==> config.mk <==
export PLATFORM = sky130hd
export DESIGN_NAME = shadow_chain_collector
export DESIGN_NICKNAME = d
export VERILOG_FILES = /design/src/rtl/shadow_chain_collector.sv
export SDC_FILE = /design/constraint.sdc
export NUM_CORES = 1
export LEC_CHECK = 0
export BUFFER_PORTS_ARGS = -buffer_cell sky130_fd_sc_hd__buf_2
export CELL_PAD_IN_SITES_DETAIL_PLACEMENT = 1
export CELL_PAD_IN_SITES_GLOBAL_PLACEMENT = 1
export CORE_ASPECT_RATIO = 0.6
export CORE_UTILIZATION = 30
export DETAILED_ROUTE_END_ITERATION = 10
export PLACE_DENSITY = 0.5
export SLEW_MARGIN = 5
export SYNTH_ARGS = -nofsm -noshare
export SYNTH_HDL_FRONTEND = slang
export SYNTH_SLANG_ARGS = --single-unit
==> constraint.sdc <==
create_clock -name clk -period 8.3 [get_ports clk]
set_clock_uncertainty 0.05 [all_clocks]
set_input_delay 1.245 -clock clk [delete_from_list [all_inputs] [get_ports clk]]
set_output_delay 1.245 -clock clk [all_outputs]
set_load 0.02 [all_outputs]
==> src/rtl/shadow_chain_collector.sv <==
// Collects the serial chains of one shadow capture instance, packs the bits into words and queues them for readout.
// Optional watchdog abort: define SHADOW_COLLECT_TIMEOUT_EN.
module shadow_chain_collector #(
  parameter int CHAINS      = 2,
  parameter int WORD_W      = 32,
  parameter int FIFO_DEPTH  = 8,
  parameter int TIMEOUT_CYC = 1024
) (
  input  logic                                   clk,
  input  logic                                   reset,
  input  logic                                   start,
  output logic [CHAINS-1:0]                      dump_en,
  input  logic [CHAINS-1:0]                      ch_in,
  input  logic [CHAINS-1:0]                      ch_in_vld,
  input  logic [CHAINS-1:0]                      ch_in_done,
  output logic                                   out_valid,
  input  logic                                   out_ready,
  output logic [WORD_W-1:0]                      out_data,
  output logic [$clog2(WORD_W+1)-1:0]            out_nbits,
  output logic [(CHAINS > 1 ? $clog2(CHAINS) : 1)-1:0] out_chain,
  output logic                                   out_last,
  output logic                                   busy,
  output logic                                   done,
  output logic                                   ovf,
  output logic                                   tmo
);
  localparam int CNT_W = $clog2(WORD_W + 1);
  localparam int IDX_W = (CHAINS > 1) ? $clog2(CHAINS) : 1;
  localparam int AW    = $clog2(FIFO_DEPTH);
  localparam int ENT_W = WORD_W + CNT_W + IDX_W + 1;

  typedef enum logic [2:0] {IDLE, ARM, COLLECT, GAP, FIN} state_t;

  state_t             state_r, state_s;
  logic [IDX_W-1:0]   idx_r, idx_s;
  logic [CNT_W-1:0]   cnt_r, cnt_s, cnt_inc_s;
  logic [WORD_W-1:0]  sh_r, sh_s, data_s;
  logic               bit_s, vld_s, dn_s;
  logic               push_s, clr_s, tmo_set_s;
  logic [ENT_W-1:0]   push_word_s;
  logic [ENT_W-1:0]   mem_r [FIFO_DEPTH];
  logic [AW:0]        wr_ptr_r, rd_ptr_r;
  logic               full_s, pop_s, push_ok_s;
  logic [ENT_W-1:0]   head_s;
  logic               tmo_hit_s;

  assign bit_s     = ch_in[idx_r];
  assign vld_s     = ch_in_vld[idx_r];
  assign dn_s      = ch_in_done[idx_r];
  assign data_s    = vld_s ? (sh_r | (WORD_W'(bit_s) << cnt_r)) : sh_r;
  assign cnt_inc_s = cnt_r + CNT_W'(vld_s);

`ifdef SHADOW_COLLECT_TIMEOUT_EN
  localparam int WD_W = $clog2(TIMEOUT_CYC + 1);
  logic [WD_W-1:0] wd_r;
  logic            tmo_r;

  assign tmo_hit_s = !vld_s && !dn_s && (wd_r == WD_W'(TIMEOUT_CYC - 1));
  assign tmo       = tmo_r;

  // Watchdog: idle COLLECT cycles on the active chain, plus sticky abort flag
  always_ff @(posedge clk) begin
    if (reset) begin
      wd_r  <= '0;
      tmo_r <= 1'b0;
    end else begin
      if (state_r != COLLECT || vld_s || dn_s) wd_r <= '0;
      else                                     wd_r <= wd_r + WD_W'(1);
      if (clr_s)          tmo_r <= 1'b0;
      else if (tmo_set_s) tmo_r <= 1'b1;
    end
  end
`else
  assign tmo_hit_s = 1'b0;
  assign tmo       = 1'b0;
`endif

  // Next-state, packing and push decode
  always_comb begin
    state_s     = state_r;
    idx_s       = idx_r;
    cnt_s       = cnt_r;
    sh_s        = sh_r;
    push_s      = 1'b0;
    push_word_s = '0;
    clr_s       = 1'b0;
    tmo_set_s   = 1'b0;
    case (state_r)
      IDLE: begin
        if (start) begin
          state_s = ARM;
          idx_s   = '0;
          cnt_s   = '0;
          sh_s    = '0;
          clr_s   = 1'b1;
        end else begin
          state_s = IDLE;
        end
      end
      ARM: state_s = COLLECT;
      COLLECT: begin
        if (dn_s) begin
          // a bit arriving with done belongs to the final word
          push_s      = 1'b1;
          push_word_s = {data_s, cnt_inc_s, idx_r, 1'b1};
          cnt_s       = '0;
          sh_s        = '0;
          state_s     = GAP;
        end else if (vld_s && cnt_inc_s == CNT_W'(WORD_W)) begin
          push_s      = 1'b1;
          push_word_s = {data_s, cnt_inc_s, idx_r, 1'b0};
          cnt_s       = '0;
          sh_s        = '0;
        end else if (tmo_hit_s) begin
          push_s      = 1'b1;
          push_word_s = {sh_r, cnt_r, idx_r, 1'b1};
          cnt_s       = '0;
          sh_s        = '0;
          tmo_set_s   = 1'b1;
          state_s     = FIN;
        end else begin
          cnt_s = cnt_inc_s;
          sh_s  = data_s;
        end
      end
      GAP: begin
        if (idx_r == IDX_W'(CHAINS - 1)) begin
          state_s = FIN;
        end else begin
          idx_s   = idx_r + IDX_W'(1);
          state_s = COLLECT;
        end
      end
      FIN:     state_s = IDLE;
      default: state_s = IDLE;
    endcase
  end

  // Control state and registered control outputs
  always_ff @(posedge clk) begin
    if (reset) begin
      state_r <= IDLE;
      idx_r   <= '0;
      cnt_r   <= '0;
      sh_r    <= '0;
      dump_en <= '0;
      busy    <= 1'b0;
      done    <= 1'b0;
    end else begin
      state_r <= state_s;
      idx_r   <= idx_s;
      cnt_r   <= cnt_s;
      sh_r    <= sh_s;
      dump_en <= (state_s == COLLECT) ? (CHAINS'(1) << idx_s) : '0;
      busy    <= (state_s == ARM) || (state_s == COLLECT) || (state_s == GAP);
      done    <= (state_s == FIN);
    end
  end

  // A full FIFO still accepts a push when the head leaves in the same cycle
  assign full_s    = (wr_ptr_r[AW] != rd_ptr_r[AW]) && (wr_ptr_r[AW-1:0] == rd_ptr_r[AW-1:0]);
  assign out_valid = (wr_ptr_r != rd_ptr_r);
  assign pop_s     = out_valid && out_ready;
  assign push_ok_s = push_s && (!full_s || pop_s);
  assign head_s    = out_valid ? mem_r[rd_ptr_r[AW-1:0]] : '0;
  assign {out_data, out_nbits, out_chain, out_last} = head_s;

  // FIFO storage
  always_ff @(posedge clk) begin
    if (push_ok_s) mem_r[wr_ptr_r[AW-1:0]] <= push_word_s;
  end

  // FIFO pointers and sticky overflow flag
  always_ff @(posedge clk) begin
    if (reset) begin
      wr_ptr_r <= '0;
      rd_ptr_r <= '0;
      ovf      <= 1'b0;
    end else begin
      if (push_ok_s) wr_ptr_r <= wr_ptr_r + (AW+1)'(1);
      if (pop_s)     rd_ptr_r <= rd_ptr_r + (AW+1)'(1);
      if (clr_s)                              ovf <= 1'b0;
      else if (push_s && full_s && !pop_s)    ovf <= 1'b1;
    end
  end
endmodule

### Yosys cells after proc, flatten, opt, wreduce, memory -nomap -nowiden

Memories as Yosys holds them, arrays and structs flattened. A register that Yosys moved wholly into a read port is not among the register bits.
Index checks and enable logic that the tools add are counted.
W data, S select, Z words.

| cells by class | value |
|---|---|
| $mul | 0 |
| div/mod/pow operators | 0 |
| equal/unequal tests | 12 |
| shift-type cells | 2 |
| reduce and logical (&&, ||, !) cells | 16 |
| order comparisons | 1 |
| bitwise operators | 2 |
| $add $sub $neg | 4 |
| muxes and demuxes | 35 |

Operators by type and width:

| cell | count |
|---|---|
| $mux W40 | 4 |
| $mux W32 | 4 |
| $pmux W32 S2 | 1 |
| $or A32 B32 Y32 | 1 |
| $shl A1 B6 Y32 | 1 |
| $mux W6 | 3 |
| $mux W1 | 16 |
| $eq A3 B2 Y1 const B | 4 |
| $mux W3 | 4 |
| $pmux W3 S4 | 1 |
| $pmux W6 S2 | 1 |
| $add A4 B1 Y4 const B | 2 |
| $add A6 B1 Y6 | 1 |
| $eq A3 B1 Y1 const B | 2 |
| $eq A6 B6 Y1 const B | 1 |
| $logic_and A1 B1 Y1 | 6 |
| $ne A4 B4 Y1 | 1 |
| $reduce_or A2 Y1 | 2 |
| $eq A3 B3 Y1 | 1 |
| $eq A3 B3 Y1 const B | 1 |
| $logic_not A3 Y1 | 1 |
| $logic_or A1 B1 Y1 | 3 |
| $logic_not A1 Y1 | 2 |
| $lt A1 B2 Y1 const B | 1 |
| 8 further kinds | 8 |

| word-level totals | value |
|---|---|
| bits in writable memories | 320 |
| memories kept | 1 |
| ROM bits | 0 |
| word-level logic and storage cells | 83 |
| output and inout port bits | 47 |
| input bits | 10 |
| flip-flop bits (word level) | 55 |
| latch bits | 0 |

Memory list:

| memory | depth | bits a word | read ports | clocked after Yosys merged registers in | write ports | RTL line | source |
|---|---|---|---|---|---|---|---|
| mem_r | 8 | 40 | 1 | 1 | 1 | 41 | `logic [ENT_W-1:0] mem_r [FIFO_DEPTH];` |

### Longest topological paths before layout

Gate-level depths: netlist of the first run.

| logic depth | value |
|---|---|
| depth after elaboration | 11 |
| mapped depth | 12 |
| mapped depth without buffers | 9 |

### Least setup slack after synthesis of the first run

OpenSTA, ideal clock, no wires.

| timing path | value |
|---|---|
| kind | input -> register |
| start | in ch_in_vld[1] |
| end | reg wr_ptr_r[3] |
| required time | 8.126 ns |
| library setup time | 0.124 ns |
| stages on the path | 9 |
| arrival | 5.225 ns |
| setup slack | 2.901 ns |
| buffers on the path | 0 |
| path through | mux2i_1 inv_1 ha_1 ha_1 xnor2_1 nand4_1 a2111o_1 a21oi_1 mux2_2 |

| on the way | value |
|---|---|
| word-level cells in the longest chain between the ends | 9 |

RTL lines:

| item | RTL line | source |
|---|---|---|
| start: declaration | 14 | `input logic [CHAINS-1:0] ch_in_vld,` |
| $mux W1 (implied by the code) * (2 in a row) | 48 | `assign vld_s = ch_in_vld[idx_r];` |
| $add A6 B1 Y6 | 51 | `assign cnt_inc_s = cnt_r + CNT_W'(vld_s);` |
| $eq A6 B6 Y1 | 109 | `end else if (vld_s && cnt_inc_s == CNT_W'(WORD_W)) begin` |
| $logic_and A1 B1 Y1 * | 109 |  |
| $mux W1 * | 109 |  |
| $mux W1 * | 102 | `if (dn_s) begin` |
| $mux W1 * | 88 | `case (state_r)` |
| $logic_and A1 B1 Y1 * | 164 | `assign push_ok_s = push_s && (!full_s \|\| pop_s);` |
| end signal: assignment | 180 | `if (push_ok_s) wr_ptr_r <= wr_ptr_r + (AW+1)'(1);` |
| end: declaration | 42 | `logic [AW:0] wr_ptr_r, rd_ptr_r;` |

Every way passes the cells marked *; elsewhere a longest branch is shown, timed or not. The select of a mux whose other input is x is not followed.
A chain may end at the register's enable or synchronous reset.

### Worst setup path in the final report of the first run

| timing path | value |
|---|---|
| start | in ch_in_vld[1] |
| end | mem mem_r[2][9] in the netlist's numbering (enable) |

| on the way | value |
|---|---|
| word-level cells in the longest chain between the ends | 11 |

RTL lines:

| item | RTL line | source |
|---|---|---|
| $mux W1 (implied by the code) * (2 in a row) | 48 |  |
| $add A6 B1 Y6 | 51 |  |
| $eq A6 B6 Y1 | 109 |  |
| $logic_and A1 B1 Y1 * | 109 |  |
| $mux W1 * | 109 |  |
| $mux W1 * | 102 |  |
| $mux W1 * | 88 |  |
| $logic_and A1 B1 Y1 * | 164 |  |
| $mux W1 * | 170 | `if (push_ok_s) mem_r[wr_ptr_r[AW-1:0]] <= push_word_s;` |
| $mux W1 (implied by the code) * | 170 |  |
| end: declaration | 41 |  |

Marks and branches as above.

==> results summary, run 1 <==
Clock tree synthesis found a total of 378 sinks. At the end of routability-driven placement, the weighted congestion stood at 0.735. From synthesis to final layout, the design area changed by 14.9%. The area inside the core boundary is 49500 um2.

The number of global-route vias before repair came out at 8610. The total CTS buffers is 38. The clock slew seen by the registers of the worst setup and hold paths came out at 60 ps. In the final routed layout, each cell accounts on average for about 23 um. The final HPWL from detailed placement came out at approximately 23000 um.

The number of placed instances, taps included, is 1549. The final worst-path cycle share is 58.8%. The number of antenna violations at the first check in global routing is 0.

The post-route minimum period came out at slightly below 5000 ps. The flow ran to the end, and the final reports show no timing, DRC or antenna violations. The height of the chip came out at between 150 and 200 um. The worst ir drop on vdd came out at 113 uV. The count of buffers added by post-CTS timing repair for setup came out at 0. At the pin with the least slew margin, the transition time is 1170 ps. Once the floorplan was initialized, standard cells occupied 30.5% of the core. Across the run, the number of max-cap violations was 0. The number of standard cells in the layout, taps in and fillers out came out at around 1600. The maximum cell stage delay along the critical path came out at between 900 and 1000 ps. The count of buffering cells on the critical path with inverters included came out at 3. In this run, distinct cell masters in the synthesized netlist total 45. The number of vias in the routed layout is a little under 8000. The aggregate negative setup slack is 0 ps. The total wirelength of the detailed-routed design is 37300 um. In this run the number of H-tree levels came out at 2. The number of endpoints with negative hold slack in the final report is 0.

The library cell used most frequently in the layout, excluding fill and tap cells, is edfxtp_1. Of all nets on the critical path, the largest fanout is 24. STA classifies the critical path endpoint as a flop. For the worst setup path, the data arrival time is between 5000 and 6000 ps. The Yosys step of the flow raised 0 warnings. The vias per cell is 4.91. The synthesized instance count came out at 879. The library cell used as clock root buffer is clkbuf_16. The number of rows in the core area is 63. The remaining design rule violation count is 0. The number of nets at the end of the flow is approximately 950. The number of synthesized register bits came out at 378. The worst min-delay path category is reg -> reg. The count of input and output buffers is 55. TritonCTS built the clock tree. The setup check on the worst reg-to-reg path leaves a slack of roughly 3800 ps. The count of antenna-violating nets left after detailed routing is 0. The critical path is of the in -> reg type. The number of nets produced by synthesis came out at 893. The die span in x is 292 um.

STA puts the critical path data required time at about 8400 ps. The wire length of the first global-routing pass came out at 56500 um. Entering global routing, the biggest net connects 64 pins. Post-CTS repair changed the size of 0 cells.

The total power per unit cell area is between 200 and 250 nW/um2. The most common cell type on the critical path is ha_1. In this run, post-CTS hold repair placed 0 buffers.

In this run the tightest slew margin relative to its limit is 22.2%. Summing the sequential cell areas from Yosys gives ~71% of the chip area. The antenna diode count came out at 0. Static timing analysis puts the maximum clock frequency at 0.205 GHz.

The cell at the slowest stage of the critical path is and4bb_2. The area of the die is 51200 um2. The first TritonRoute pass finished after 5 iterations. Global routing used 14.7% of the available tracks.

The number of placed I/O pins is 57. Traced cell by cell, the critical path runs through buf_2 -> mux2i_1 -> inv_1 -> ha_1 -> ha_1 -> xnor2_1 -> nand4_1 -> a2111o_1 -> a21oi_2 -> and4bb_2 -> buf_4. Setup repair after global routing left no endpoint under its margin.

The total standard cell area after synthesis is 15100 um2. The mean area per synthesized cell is 17.2 um2. The worst setup path is launched from an input port. Of the cells placed in the final design, the portion with a size suffix greater than 1 is around 23%.

The clock latency reported for the late side of the worst-skew pair is 540 ps. The clock passes through at most 3 buffers. On the critical path the largest part of the delay comes from compound AO/OA/AOI/OAI gates. Setup violations remaining at the end of the flow were counted as 0.

The top cell types in the final layout, fill and taps aside, are edfxtp_1 (320), nor2_1 (101), mux4_2 (80), dfxtp_1 (55), buf_2 (55). The total overflow left after global routing is 0. The number of pins exceeding their max-slew limit in the final report was 0. The detailed router finished its first iteration with 439 violations. The leakage dissipation is between 5 and 6 nW.
-- report_power, final --
group / switching [mW] / leakage, nW / internal (mW)
clock: 0.714 / 0.590 / 0.996
sequential: 0.00737 / 3.33 / 2.04
combinational: 0.145 / 1.30 / 0.0818
-- worst register-to-register path, delay by kind of cell (launching register included) --
kind | cells | cell delay, ps
buf+inv | 2 | 580
fa+ha+maj | 2 | 470
simple gates | 2 | 1040
compound gates | 2 | 1110
xor+xnor | 1 | 210
mux | 1 | 330
flops | 1 | 350
-- stage by stage --
step	area, um2	worst slack [ps]	utilization [%]	hold slack (ps)	power [mW]
after floorplan	15100	2900	-	404	2.25
after global placement	16100	2800	32.5	416	2.33
after detailed placement	16100	2750	32.5	420	2.33
after CTS	17300	3300	35.0	430	4.05
after global routing	17300	3030	35.0	447	4.13
final	17300	3420	35.0	434	3.99
-- sequential cells by signal, indices dropped and copies added (netlist names), named ones only --
signal / cells
mem_r: 320
sh_r: 32
cnt_r: 6
rd_ptr_r: 4
wr_ptr_r: 4
state_r: 3
dump_en: 2
busy: 1
done: 1
idx_r: 1
ovf: 1
-- layout make-up --
class	instances	area (um2)
fillers	4975	32200
flip-flops and latches	378	10800
multi-input cells	424	4010
clock buffers	60	1080
well taps	650	813
repair buffers	74	418
clock inverters	10	143
inverters	23	86.3
-- Yosys cell counts --
cell type,number,area (um2)
nand4b_1,2,17.5
nor2b_1,5,31.3
a32oi_1,3,26.3
nand3_1,11,55.1
mux2_2,2,22.5
buf_6,3,33.8
a21oi_2,2,17.5
nor3b_1,7,52.6
mux4_2,80,1800
edfxtp_1,320,9610
mux2_1,1,11.3
o32ai_1,32,280
dfxtp_1,58,1160
buf_4,2,15.0
a2111o_1,1,11.3
and3b_1,2,17.5
a21o_1,1,7.51
nand2_1,13,48.8
or3b_2,2,17.5
clkbuf_1,31,116
xor2_1,1,8.76
or2_2,3,18.8
nand2b_1,23,144
buf_1,12,45.0
conb_1,1,3.75
and4b_1,3,30.0
and4_1,3,26.3
nor2_1,101,379
a211oi_2,1,12.5
xnor2_1,9,78.8
a22oi_1,2,15.0
a31oi_1,6,37.5
nor3_1,5,25.0
ha_1,4,50.1
and3_1,2,12.5
o21ai_0,4,20.0
nand4_1,1,6.26
a21oi_1,33,165
or3_1,4,25.0
o21ai_1,1,5.00
and2_1,7,43.8
buf_2,6,30.0
mux2i_1,44,440
and4bb_2,2,25.0
inv_1,23,86.3
-- final timing paths --
check	startpoint	cells after the start	endpoint
hold / removal	sh_r[8]	2	sh_r[8]
hold reg to reg	sh_r[8]	2	sh_r[8]
setup reg to reg	idx_r	10	mem_r[2][9]
setup / recovery	ch_in_vld[1]	11	mem_r[2][9]
-- per-layer routing --
metal,up-vias,part of all wire [%],track usage [%]
li1,3579,-,-
met1,4229,53,23.2
met2,113,43,21.1
met3,35,3.1,2.34
met4,0,1.3,3.20
met5,-,0,0
-- cell families (layout without fill, tap and decap cells) --
family | count (synthesis) | count (layout) | synth area share [%]
xor+xnor | 10 | 10 | 0.581
buf+inv | 77 | 167 | 2.16
other cells | 1 | 1 | 0.0249
fa+ha+maj | 4 | 4 | 0.332
flops | 378 | 378 | 71.4
compound gates | 86 | 86 | 3.96
mux | 127 | 127 | 15.1
simple gates | 196 | 196 | 6.47
Note: power is estimated with default switching activity, not from simulation.
==> inputs of run 2 (changes only) <==
--- a/config.mk
+++ b/config.mk
@@ -11,7 +11,7 @@
 export CORE_ASPECT_RATIO = 0.6
 export CORE_UTILIZATION = 30
 export DETAILED_ROUTE_END_ITERATION = 10
-export PLACE_DENSITY = 0.5
+export PLACE_DENSITY = 0.51
 export SLEW_MARGIN = 5
 export SYNTH_ARGS = -nofsm -noshare
 export SYNTH_HDL_FRONTEND = slang
==> constraint.sdc (replaced) <==
create_clock -name clk -period 4.1 [get_ports clk]
set_clock_uncertainty 0.05 [all_clocks]
set_input_delay 0.615 -clock clk [delete_from_list [all_inputs] [get_ports clk]]
set_output_delay 0.615 -clock clk [all_outputs]
set_load 0.02 [all_outputs]
==> results summary, run 2 (synthesis gave the netlist of run 1 again) <==
Status: complete, no violations (unchanged). The number of vias in the routed layout is 8051 (was 7956). The overall power after layout is 8.17 mW (was 3.99 mW).

The number of global-route vias before repair was 8381 (was 8610). The detailed-routing iteration count for the pre-antenna-repair pass came out at 4 (was 5). The number of pins exceeding their max-slew limit in the final report is 0 (unchanged). The aggregate negative setup slack came out at 0 ps (unchanged). The quantity of hold-fixing buffers added after cts is 0 (unchanged). The number of antenna violations at the first check in global routing came out at 0 (unchanged). The top achievable clock speed came out at 0.280 GHz.

The sort of element at the start of the critical path is a flop (was input port). The pin count of the biggest net entering global routing came out at 81 (was 64). The worst min-delay path category is in -> reg (was reg -> reg).

The die span in x came out at 292 um (unchanged). The pin slew with the least headroom to its limit was 915 ps (was 1170 ps). The count of antenna-violating nets left after detailed routing came out at 0 (unchanged). The area after detailed placement is 16600 um2 (was 16100 um2). The total power per unit cell area is 458 nW/um2 (was 230 nW/um2). The post-route standard cell area excluding fillers is 17800 um2 (was 17300 um2). The initial standard-cell utilization of the core was 30.5% (unchanged). The count of routing violations after the opening detailed-route iteration came to 622 (was 439). The number of nets at the end of the flow is 991 (was 953).

The number of instances resized during post-cts repair is 0 (unchanged). The number of rows in the core area came out at 63 (unchanged). The post-route minimum period is 3570 ps. The final HPWL from detailed placement is 23500 um (was 23000 um). The worst-case headroom to the max-slew limit came out at 39.0% (was 22.2%).

The deepest clock path buffer count is 3 (unchanged). The total CTS buffers is 38 (unchanged). The final worst-path cycle share came out at 87.0%. The routed length per placed instance is 22.6 um (was 23.0 um). The number of endpoints with negative hold slack in the final report is 0 (unchanged). The critical path data arrival time came to 3730 ps (was 5020 ps). The layout filler cell count is 4988 (was 4975). The leakage dissipation is 5.53 nW (was 5.22 nW). The max-cap check violation count is 0 (unchanged).

The most common cell after layout, fill and taps aside is edfxtp_1 (unchanged). The category of the critical setup timing path is reg -> reg (was in -> reg). The number of placed instances with taps included is 1587 (was 1549).

The count of buffers added by post-CTS timing repair for setup is 0 (unchanged). The CTS tree is done (unchanged). The worst setup slack before clock tree synthesis was 236 ps (was 2750 ps). The clock latency reported for the late side of the worst-skew pair is 540 ps (about the same). The sum of overflow across all layers after global routing is 0 (unchanged).

The count of input and output buffers came out at 55 (unchanged). The worst ir drop on vdd is 257 uV (was 113 uV). The area inside the core boundary came out at 49500 um2 (unchanged). The library cell used as clock root buffer is clkbuf_16 (unchanged). The post-route core utilization is 36.0% (was 35.0%). The share of final-layout standard cells stronger than drive strength 1 came out at 26.5% (was 23.1%). The total wirelength of the detailed-routed design is 37500 um (was 37300 um).

The height of the chip is 176 um (unchanged). The aggregate global-route resource usage was 14.9% (was 14.7%). Commonest non-fill, non-tap cells in the layout: edfxtp_1 (320), nor2_1 (101), mux4_2 (80), dfxtp_1 (55), buf_2 (55) (unchanged). The area of the die is 51200 um2 (unchanged). The final weighted congestion in routability-driven placement came out at 0.740 (was 0.735). Setup repair after global routing missed its margin: no (unchanged). The maximum fanout along the worst path is 40 (was 24). The flip-flop count of the largest register, all copies and words added is 320 (unchanged). The total setup violations reported at the end of the flow is 0 (unchanged).

The remaining design rule violation count came out at 0 (unchanged). The data required time of the critical path is 4260 ps (was 8440 ps). The endpoint class of the critical path is a flop (unchanged).

The number of standard cells in the layout, taps in and fillers out came out at 1655 (was 1619). The clock net sink count is 378 (unchanged). The wire length of the first global-routing pass came out at 56500 um (about the same). The number of placed I/O pins was 57 (unchanged). The worst slack on hold paths is 378 ps (was 434 ps). The layout overhead on the synthesized area is 18.3% (was 14.9%). The H-tree level count came out at 2 (unchanged). The antenna diode count is 0 (unchanged).

The vias per cell is 4.86 (was 4.91). The smallest setup slack after layout came out at 533 ps (was 3420 ps). The clock slew seen by the registers of the worst setup and hold paths is 60 ps (about the same).
## run 2: area by class of cell
type	instances	area, um2	area share, %
Inverter	23	86.3	0.484
Timing Repair Buffer	112	903	5.06
Tap cell	650	813	4.56
Sequential cell	378	10800	60.4
Clock inverter	21	245	1.37
Clock buffer	47	1010	5.64
Multi-Input combinational cell	424	4010	22.5
## run 2: final timing paths
check             startpoint            to  slack [ps]  cells after the start
hold reg to reg     sh_r[13]      sh_r[13]         430                      2
setup / recovery       idx_r  mem_r[2][20]         530                     10
hold / removal     out_ready          flop         380                      3
setup reg to reg       idx_r  mem_r[2][20]         530                     10
## run 2: per-layer routing
layer | part of all wire, % | up-vias | wire [um] | track usage [%]
met5 | 0 | - | 0 | 0
met4 | 1.3 | 0 | 470 | 2.81
met3 | 4.3 | 38 | 1630 | 2.83
met2 | 41 | 137 | 15500 | 21.0
met1 | 53 | 4221 | 19900 | 23.5
li1 | - | 3655 | - | -
## run 2: report_power, final
group / switching (mW) / internal (mW) / leakage [nW]
Combinational: 0.304 / 0.176 / 1.55
Sequential: 0.0141 / 4.14 / 3.36
Clock: 1.47 / 2.07 / 0.613
## run 2: critical path, cell delays in order, from the launching register on
cell and delay (ps):
dfxtp_1 370, mux2i_1 360, inv_1 120, ha_1 230, ha_1 240, xnor2_1 210, nand4_1 120, a2111o_1 470
a21oi_2 400, and4bb_2 340, buf_12 290
